--- src/rtl/func_test_monitor_if.sv ---
// ---------------------------------------------------------------------------
// func_test_monitor_if
//   Groups the signals between the CPU under test (plus the bench) and the
//   function-test monitor.
//   CPU-side sample bus : pc, instr, memwrite, dataadr, writedata
//   Trace FIFO drain    : trace_valid, trace_ready, trace_addr, trace_data,
//                         trace_ovf
//   Verdict/statistics  : status, done, write_count, cycle_count
//   modport master : the side that drives the CPU bus and drains the trace
//   modport slave  : the monitor itself
// ---------------------------------------------------------------------------
interface func_test_monitor_if;
  logic [31:0] pc;
  logic [31:0] instr;
  logic        memwrite;
  logic [31:0] dataadr;
  logic [31:0] writedata;

  logic        trace_valid;
  logic        trace_ready;
  logic [31:0] trace_addr;
  logic [31:0] trace_data;
  logic        trace_ovf;

  logic [1:0]  status;
  logic        done;
  logic [15:0] write_count;
  logic [31:0] cycle_count;

  modport master (
    output pc, instr, memwrite, dataadr, writedata, trace_ready,
    input  trace_valid, trace_addr, trace_data, trace_ovf,
    input  status, done, write_count, cycle_count
  );

  modport slave (
    input  pc, instr, memwrite, dataadr, writedata, trace_ready,
    output trace_valid, trace_addr, trace_data, trace_ovf,
    output status, done, write_count, cycle_count
  );
endinterface

--- src/rtl/func_test_monitor.sv ---
// ---------------------------------------------------------------------------
// func_test_monitor
//   Watches the CPU fetch pc and data-memory write bus every cycle and decides
//   whether the function test passed (magic value stored to the pass address),
//   failed (any other value stored there) or hung (pc stuck, or cycle budget
//   exhausted). Every memory write seen while running is also pushed into a
//   small show-ahead trace FIFO that the bench drains at its own pace.
//
// Ports
//   clk  in  clock, everything on the rising edge
//   rst  in  synchronous active-high reset, clears all state
//   bus  slave modport of func_test_monitor_if:
//     pc/instr/memwrite/dataadr/writedata  in   sampled CPU bus
//     trace_valid/addr/data                out  FIFO head (0 when empty)
//     trace_ready                          in   pop head when valid & ready
//     trace_ovf                            out  sticky, a write was dropped
//     status                               out  00 RUN 01 PASS 10 FAIL 11 HANG
//     done                                 out  status != RUN
//     write_count                          out  writes seen in RUN (saturating)
//     cycle_count                          out  cycles spent in RUN
// ---------------------------------------------------------------------------
module func_test_monitor #(
  parameter logic [31:0] PASS_ADDR   = 32'h0000_0054,
  parameter logic [31:0] PASS_DATA   = 32'h0000_0007,
  parameter int          HANG_CYCLES = 64,
  parameter int          MAX_CYCLES  = 100000,
  parameter int          TRACE_DEPTH = 8
) (
  input logic               clk,
  input logic               rst,
  func_test_monitor_if.slave bus
);

  localparam int AW = $clog2(TRACE_DEPTH);
  localparam int CW = AW + 1;
  localparam int SW = $clog2(HANG_CYCLES) + 1;

  typedef enum logic [1:0] {
    ST_RUN  = 2'b00,
    ST_PASS = 2'b01,
    ST_FAIL = 2'b10,
    ST_HANG = 2'b11
  } state_t;

  state_t         state_reg;
  state_t         state_next;
  logic           in_run;

  logic [31:0]    last_pc_reg;
  logic [SW-1:0]  stall_cnt_reg;
  logic [15:0]    write_count_reg;
  logic [31:0]    cycle_count_reg;

  logic [63:0]    trace_mem [TRACE_DEPTH];
  logic [AW-1:0]  wr_ptr_reg;
  logic [AW-1:0]  rd_ptr_reg;
  logic [CW-1:0]  fifo_count_reg;
  logic           trace_ovf_reg;

  logic           pc_equal;
  logic           pass_hit;
  logic           fail_hit;
  logic           stall_hang;
  logic           budget_hang;
  logic           push_req;
  logic           push;
  logic           pop;
  logic           fifo_full;
  logic           fifo_empty;
  logic [63:0]    head;

  // instr is sampled by the bench environment only; reduce it so the port is
  // consumed without affecting any behaviour.
  logic           unused_instr;
  assign unused_instr = ^bus.instr;

  // -------------------------------------------------------------------------
  // Verdict conditions
  // -------------------------------------------------------------------------
  assign pc_equal    = (bus.pc == last_pc_reg);
  assign pass_hit    = bus.memwrite && (bus.dataadr == PASS_ADDR) &&
                       (bus.writedata == PASS_DATA);
  assign fail_hit    = bus.memwrite && (bus.dataadr == PASS_ADDR) &&
                       (bus.writedata != PASS_DATA);
  // stall_cnt counts previous equal samples, so this fires on the
  // HANG_CYCLES-th consecutive equal sample.
  assign stall_hang  = pc_equal && (stall_cnt_reg == SW'(HANG_CYCLES - 1));
  assign budget_hang = (cycle_count_reg == 32'(MAX_CYCLES - 1));

  // -------------------------------------------------------------------------
  // FSM: state register
  // -------------------------------------------------------------------------
  always_ff @(posedge clk) begin
    if (rst) begin
      state_reg <= ST_RUN;
    end else begin
      state_reg <= state_next;
    end
  end

  // FSM: next state. PASS/FAIL take precedence over either hang source.
  always_comb begin
    state_next = state_reg;
    if (state_reg == ST_RUN) begin
      if (pass_hit) begin
        state_next = ST_PASS;
      end else if (fail_hit) begin
        state_next = ST_FAIL;
      end else if (stall_hang || budget_hang) begin
        state_next = ST_HANG;
      end
    end
  end

  // FSM: outputs
  always_comb begin
    in_run     = (state_reg == ST_RUN);
    bus.status = state_reg;
    bus.done   = (state_reg != ST_RUN);
  end

  // -------------------------------------------------------------------------
  // Stall tracking and statistics
  // -------------------------------------------------------------------------
  always_ff @(posedge clk) begin
    if (rst) begin
      last_pc_reg     <= 32'h0;
      stall_cnt_reg   <= '0;
      write_count_reg <= 16'h0;
      cycle_count_reg <= 32'h0;
    end else begin
      last_pc_reg <= bus.pc;
      if (in_run) begin
        cycle_count_reg <= cycle_count_reg + 32'd1;
        if (bus.memwrite && (write_count_reg != 16'hFFFF)) begin
          write_count_reg <= write_count_reg + 16'd1;
        end
        // Saturate at the threshold so a long stall cannot wrap around.
        if (!pc_equal) begin
          stall_cnt_reg <= '0;
        end else if (stall_cnt_reg != SW'(HANG_CYCLES - 1)) begin
          stall_cnt_reg <= stall_cnt_reg + 1'b1;
        end
      end
    end
  end

  assign bus.write_count = write_count_reg;
  assign bus.cycle_count = cycle_count_reg;

  // -------------------------------------------------------------------------
  // Trace FIFO (show-ahead)
  // -------------------------------------------------------------------------
  assign fifo_full  = (fifo_count_reg == CW'(TRACE_DEPTH));
  assign fifo_empty = (fifo_count_reg == '0);
  assign pop        = !fifo_empty && bus.trace_ready;
  assign push_req   = in_run && bus.memwrite;
  // A simultaneous pop frees the slot, so a full FIFO still accepts the push.
  assign push       = push_req && (!fifo_full || pop);

  always_ff @(posedge clk) begin
    if (push) begin
      trace_mem[wr_ptr_reg] <= {bus.dataadr, bus.writedata};
    end
  end

  always_ff @(posedge clk) begin
    if (rst) begin
      wr_ptr_reg     <= '0;
      rd_ptr_reg     <= '0;
      fifo_count_reg <= '0;
      trace_ovf_reg  <= 1'b0;
    end else begin
      if (push) begin
        wr_ptr_reg <= wr_ptr_reg + 1'b1;
      end
      if (pop) begin
        rd_ptr_reg <= rd_ptr_reg + 1'b1;
      end
      case ({push, pop})
        2'b10:   fifo_count_reg <= fifo_count_reg + 1'b1;
        2'b01:   fifo_count_reg <= fifo_count_reg - 1'b1;
        default: fifo_count_reg <= fifo_count_reg;
      endcase
      if (push_req && !push) begin
        trace_ovf_reg <= 1'b1;
      end
    end
  end

  // Head is forced to zero while empty so stale RAM contents never show.
  assign head            = trace_mem[rd_ptr_reg];
  assign bus.trace_valid = !fifo_empty;
  assign bus.trace_addr  = fifo_empty ? 32'h0 : head[63:32];
  assign bus.trace_data  = fifo_empty ? 32'h0 : head[31:0];
  assign bus.trace_ovf   = trace_ovf_reg;

endmodule

--- src/flat_wrapper.sv ---
// flat-port wrapper written by rule: the top's interface ports become plain ports
module func_test_monitor_flat 
#(
  parameter logic [31:0] PASS_ADDR   = 32'h0000_0054,
  parameter logic [31:0] PASS_DATA   = 32'h0000_0007,
  parameter int          HANG_CYCLES = 64,
  parameter int          MAX_CYCLES  = 100000,
  parameter int          TRACE_DEPTH = 8
)
  (clk, rst, bus_pc, bus_instr, bus_memwrite, bus_dataadr, bus_writedata, bus_trace_ready, bus_trace_valid, bus_trace_addr, bus_trace_data, bus_trace_ovf, bus_status, bus_done, bus_write_count, bus_cycle_count);
  func_test_monitor_if bus_i ();
  input logic clk;
  input logic rst;
  input wire logic [$bits(bus_i.pc)-1:0] bus_pc;
  input wire logic [$bits(bus_i.instr)-1:0] bus_instr;
  input wire logic [$bits(bus_i.memwrite)-1:0] bus_memwrite;
  input wire logic [$bits(bus_i.dataadr)-1:0] bus_dataadr;
  input wire logic [$bits(bus_i.writedata)-1:0] bus_writedata;
  input wire logic [$bits(bus_i.trace_ready)-1:0] bus_trace_ready;
  output wire logic [$bits(bus_i.trace_valid)-1:0] bus_trace_valid;
  output wire logic [$bits(bus_i.trace_addr)-1:0] bus_trace_addr;
  output wire logic [$bits(bus_i.trace_data)-1:0] bus_trace_data;
  output wire logic [$bits(bus_i.trace_ovf)-1:0] bus_trace_ovf;
  output wire logic [$bits(bus_i.status)-1:0] bus_status;
  output wire logic [$bits(bus_i.done)-1:0] bus_done;
  output wire logic [$bits(bus_i.write_count)-1:0] bus_write_count;
  output wire logic [$bits(bus_i.cycle_count)-1:0] bus_cycle_count;
  assign bus_i.pc = bus_pc;
  assign bus_i.instr = bus_instr;
  assign bus_i.memwrite = bus_memwrite;
  assign bus_i.dataadr = bus_dataadr;
  assign bus_i.writedata = bus_writedata;
  assign bus_i.trace_ready = bus_trace_ready;
  assign bus_trace_valid = bus_i.trace_valid;
  assign bus_trace_addr = bus_i.trace_addr;
  assign bus_trace_data = bus_i.trace_data;
  assign bus_trace_ovf = bus_i.trace_ovf;
  assign bus_status = bus_i.status;
  assign bus_done = bus_i.done;
  assign bus_write_count = bus_i.write_count;
  assign bus_cycle_count = bus_i.cycle_count;
  func_test_monitor #(.PASS_ADDR(PASS_ADDR), .PASS_DATA(PASS_DATA), .HANG_CYCLES(HANG_CYCLES), .MAX_CYCLES(MAX_CYCLES), .TRACE_DEPTH(TRACE_DEPTH)) u_core (.clk(clk), .rst(rst), .bus(bus_i));
endmodule
--- config.mk ---
export PLATFORM = sky130hd
export DESIGN_NAME = func_test_monitor_flat
export DESIGN_NICKNAME = d
export VERILOG_FILES = /design/src/rtl/func_test_monitor_if.sv /design/src/rtl/func_test_monitor.sv /design/src/flat_wrapper.sv
export SDC_FILE = /design/constraint.sdc
export NUM_CORES = 1
export LEC_CHECK = 0
export BUFFER_PORTS_ARGS = -buffer_cell sky130_fd_sc_hd__buf_2
export CELL_PAD_IN_SITES_DETAIL_PLACEMENT = 0
export CELL_PAD_IN_SITES_GLOBAL_PLACEMENT = 1
export CORE_MARGIN = 5
export CORE_UTILIZATION = 23
export DETAILED_ROUTE_END_ITERATION = 7
export GPL_TIMING_DRIVEN = 1
export PLACE_DENSITY = 0.49
export SLEW_MARGIN = 5
export SYNTH_ARGS = -nofsm -noshare
export SYNTH_HDL_FRONTEND = slang
export SYNTH_SLANG_ARGS = --single-unit
--- constraint.sdc ---
create_clock -name clk -period 17.4 [get_ports clk]
set_input_delay 3.48 -clock clk [delete_from_list [all_inputs] [get_ports clk]]
set_output_delay 3.48 -clock clk [all_outputs]
set_load 0.01 [all_outputs]
[Yosys cells after proc, flatten, opt, wreduce, memory -nomap -nowiden]
Memories as Yosys holds them, arrays and structs flattened. A register that Yosys moved wholly into a read port is not among the register bits.
Index checks and enable logic that the tools add are counted.
Word-level totals
  register bits after elaboration: 100
  bits in writable memories: 512
  bits of input ports: 132
  output and inout bits: 117
  word-level logic and storage cells: 63
  memories: 1
Memory list
  u_core.trace_mem: depth 8, bits a word 64, rd ports 1, clocked after Yosys merged registers in 1, wr ports 1, RTL line func_test_monitor.sv:54  | logic [63:0] trace_mem [TRACE_DEPTH];
Operators by class
  add/sub/neg operators: 7
  equality and inequality tests: 12
  multiplexer cells: 12
  reductions and logical operators: 22
Operator list (count)
  $mux 32: 2
  $add 32x1->32 const B: 1
  $eq 32x17->1 const B: 1
  $eq 32x3->1 const B: 1
  $eq 32x32->1: 1
  $eq 32x7->1 const B: 1
  $ne 32x3->1 const B: 1
  $add 16x1->16 const B: 1
  $ne 16x16->1 const B: 1
  $mux 7: 2
  $logic_and 1x1->1: 9
  $pmux 4 s2: 1
  $add 7x1->7 const B: 1
  $eq 7x6->1 const B: 1
  $ne 7x6->1 const B: 1
  $add 3x1->3 const B: 2
  $mux 2: 3
  $mux 3: 2
  $reduce_and 2->1: 3
  $add 4x1->4 const B: 1
  $eq 4x4->1 const B: 1
  $logic_not 4->1: 1
  $reduce_bool 2->1: 2
  $sub 4x1->4 const B: 1
  other kinds (8): 12

[Logic depth before layout (Yosys ltp)]
  word-level depth: 7
  mapped depth: 11
  gate-level depth less buffers: 11

[Least setup slack after synthesis]
OpenSTA, ideal clock, no wires.
  path kind: input-to-reg
  start: input bus_memwrite
  end: memory u_core.trace_mem[0][0] (enable)
  library setup time: 565 ps
  data arrival time: 8680 ps
  required time: 16835 ps
  path slack: 8155 ps
  stages: 4
  buffers on the path: 0
  path through: nor3b_1 o31a_1 nand2b_1 nor3_1
Between the ends
  longest elaborated chain between the ends: 4
RTL lines
  start, declared: RTL line flat_wrapper.sv:16  | input wire logic [$bits(bus_i.memwrite)-1:0] bus_memwrite;
  $logic_and 1x1->1: RTL line func_test_monitor.sv:157  | assign push_req = in_run && bus.memwrite;
  $logic_and 1x1->1: RTL line func_test_monitor.sv:159  | assign push = push_req && (!fifo_full || pop);
  $mux 1: RTL line func_test_monitor.sv:162  | if (push) begin
  $mux 1 (not written as such): RTL line func_test_monitor.sv:163  | trace_mem[wr_ptr_reg] <= {bus.dataadr, bus.writedata};
  end, declared: RTL line func_test_monitor.sv:54
Every way passes these cells.

==> out/results.tsv <==
stage	metric	value	unit
power	Combinational Power Share	20.8	%
worst_setup_path	Crit Path Max Fanout	45	
place	PortBufs	216	
floorplanning	CORE AREA	104000	µm²
clock_tree	CTS H-Tree Depth	3	
clock_tree	# resized after CTS	0	
global_routing	first-pass GRT wire length	93.5	mm
clock_tree	CTS Hold Buffers Added	0	
floorplanning	Die W	333	µm
clock_tree	clock tree sinks	615	
timing	Slew @ Worst Pin	1000	ps
clock_tree	post-CTS setup buffers	0	
floorplanning	Die Ht	333	µm
timing	final setup margin	9950	ps
synth	syn nets	1470	
drt	Post-Route WL	63.6	mm
worst_setup_path	kind of end point of the critical path	output pin	
power	PnR Total Power	4.10	mW
timing	fin. max-slew vios	0	
synth	register area share after synthesis	72.7	%
clock_tree	cts bufs inserted	76	
worst_hold_path	HP Class	reg2reg	
timing	Tmin final	7450	ps
layout	number of flip-flops under the largest register name	512	
worst_setup_path	CP arrival	3970	ps
synth	async set-reset flop share out of synthesis	0	%
layout	Nets	1734	
power	Pwr Density	140	nW/µm²
power	Int Power	2.94	mW
layout	layout cells sized above 1	30.3	%
global_routing	Overflow after GRT	0	
layout	Fillers	10500	
run_status	status	completed	
drt	DR WL/cell	20.9	µm
power	Sw Pwr	1.16	mW
place	GP Congestion	0.705	
clock_tree	clk root buf	clkbuf_16	
worst_setup_path	WP data required	13920	ps
power	switching part of the total	28.3	%
timing	setup_tns	0	ps
synth	synth unique cells	52	
drt	antenna viol nets, final	0	
synth	synth top area cells	edfxtp_1, mux4_2, dfxtp_1	
worst_setup_path	Setup crit start kind	register	
run	Max Cap Viol	0	
place	Placed Cells	2896	
timing	Slew Limit Headroom	33.2	%
synth	post-synth top area share	64.1	%
power	clock network fraction of total power	37.9	%
layout	most frequent cells in the layout	edfxtp_1, buf_2, mux4_2	
synth	Synth Register Bits	615	
power	Seq pwr share	41.3	%
floorplanning	Cell Rows	118	
synth	Post-Syn Instances	1330	
synth	Synth Cell Area	24000	µm²
layout	Non-Filler Instances	3036	
synth	largest area contributor in the netlist	edfxtp_1	
timing	RSZ-0062 raised after global routing	false	
drt	Via Count	12900	
synth	EDFF count, synth	512	
synth	yosys warns	0	
place	pre-CTS setup slack	10050	ps
synth	Syn Area/Cell	18.0	µm²
power	VDD IR max	0.0769	mV
timing	setup violators final	0	
clock_tree	clock latency on the worst-skew pair	630	ps
global_routing	vias in the first global route	14000	
floorplanning	I/O Pins	249	
timing	fmax	134	MHz
drt	drc violations	0	
global_routing	GR Util All Layers	11.3	%
timing	period utilization	42.8	%
clock_tree	clk buf depth	3	
timing	final hold vios	0	
global_routing	largest net degree at the start of global routing	75	
clock_tree	CTS tree	done	
place	hpwl dp	36.7	mm
clock_tree	register clock-pin slew on the reported worst setup and hold paths	50	ps
global_routing	initial antenna violation count	10	
drt	drt first pass iters	5	
power	Static Leak	9.62	nW
layout	fin util	28.3	%
layout	Area Growth Syn to Fin	22.2	%
synth	prevailing post-synth register cell	edfxtp_1	
timing	Worst Clk Skew	28.6	ps
floorplanning	Initial Utilization	23.2	%
worst_setup_path	kind of critical path	reg2out	
drt	via-per-instance ratio	4.24	
floorplanning	die area	111000	µm²
drt	1st-iter DRT viols	725	
layout	most common cell after layout, fill and taps aside	edfxtp_1	
==> critical path: stages (launching register included) <==
cell and delay (ps):
dfxtp_4 580, buf_4 690, buf_4 880, mux4_2 600, mux2i_1 230, nor2_1 70
buf_2 180
==> final timing paths <==
path,slack (ps),startpoint,cells after the start,to
worst max-delay path,9950,register,6,bus_trace_addr[22]
worst min-delay path,470,u_core.bus.trace_ovf$_SDFFE_PP0P_,2,u_core.bus.trace_ovf$_SDFFE_PP0P_
worst max register to register,13560,u_core.bus.status[1]$_SDFFE_PP0P_,5,u_core.trace_mem[4][56]$_DFFE_PP_
worst min register to register,470,u_core.bus.trace_ovf$_SDFFE_PP0P_,2,u_core.bus.trace_ovf$_SDFFE_PP0P_
==> layout make-up <==
class                      count  area [µm²]  share of cell area, %
antenna                        4        10.0                 0.0341
multi-input combinational    647        6350                   21.7
inverter                      14        52.6                  0.179
clock inverter                37         404                   1.38
tap                         1380        1730                   5.89
sequential                   615       17400                   59.5
timing repair buffer         240        1260                   4.31
clock buffer                  99        2070                   7.05
==> kinds of logic after synthesis <==
logic type / count (synthesis) / synth area share, %
buffers and inverters: 68 / 1.13
AO/OA/AOI/OAI: 49 / 1.25
XOR/XNOR: 77 / 2.81
AND/OR/NAND/NOR: 318 / 6.88
adder cells (fa/ha/maj): 8 / 0.448
flip-flops: 615 / 72.7
multiplexers: 195 / 14.8
==> stage by stage <==
step           area (µm²)  hold WS [ps]
2_1_floorplan       24000           441
3_3_place_gp        26800           452
3_5_place_dp        26800           462
4_1_cts             29300           472
5_1_grt             29300           512
6_report            29300           467
==> power groups by stage <==
stage	registers (mW)	clock network, mW	logic, mW
after floorplan	1.70	0	0.556
after global placement	1.72	0	0.883
after detailed placement	1.72	0	0.889
after CTS	1.69	1.62	0.890
after global routing	1.70	1.68	0.940
final	1.69	1.55	0.851
==> layer usage <==
| layer | global-route usage, % | vias to the layer above | wire length [µm] |
|---|---|---|---|
| met5 | 0 | - | 47 |
| met4 | 3.46 | 6 | 1340 |
| met3 | 3.52 | 99 | 4390 |
| met2 | 18.0 | 302 | 29500 |
| met1 | 14.9 | 6680 | 28300 |
| li1 | - | 5776 | - |
==> Yosys cell counts (11+ instances only) <==
cell type,instances
xnor2_1,19
clkbuf_1,31
nand3_1,24
dfxtp_1,103
nor4_1,25
buf_2,13
o21ai_0,11
mux4_2,128
nor2_1,128
a21oi_1,20
nor2b_1,35
xor2_1,58
nand2_1,28
edfxtp_1,512
nand4_1,17
nor3_1,12
mux2i_1,67
inv_1,13
Power figures use the tool's default switching activity.
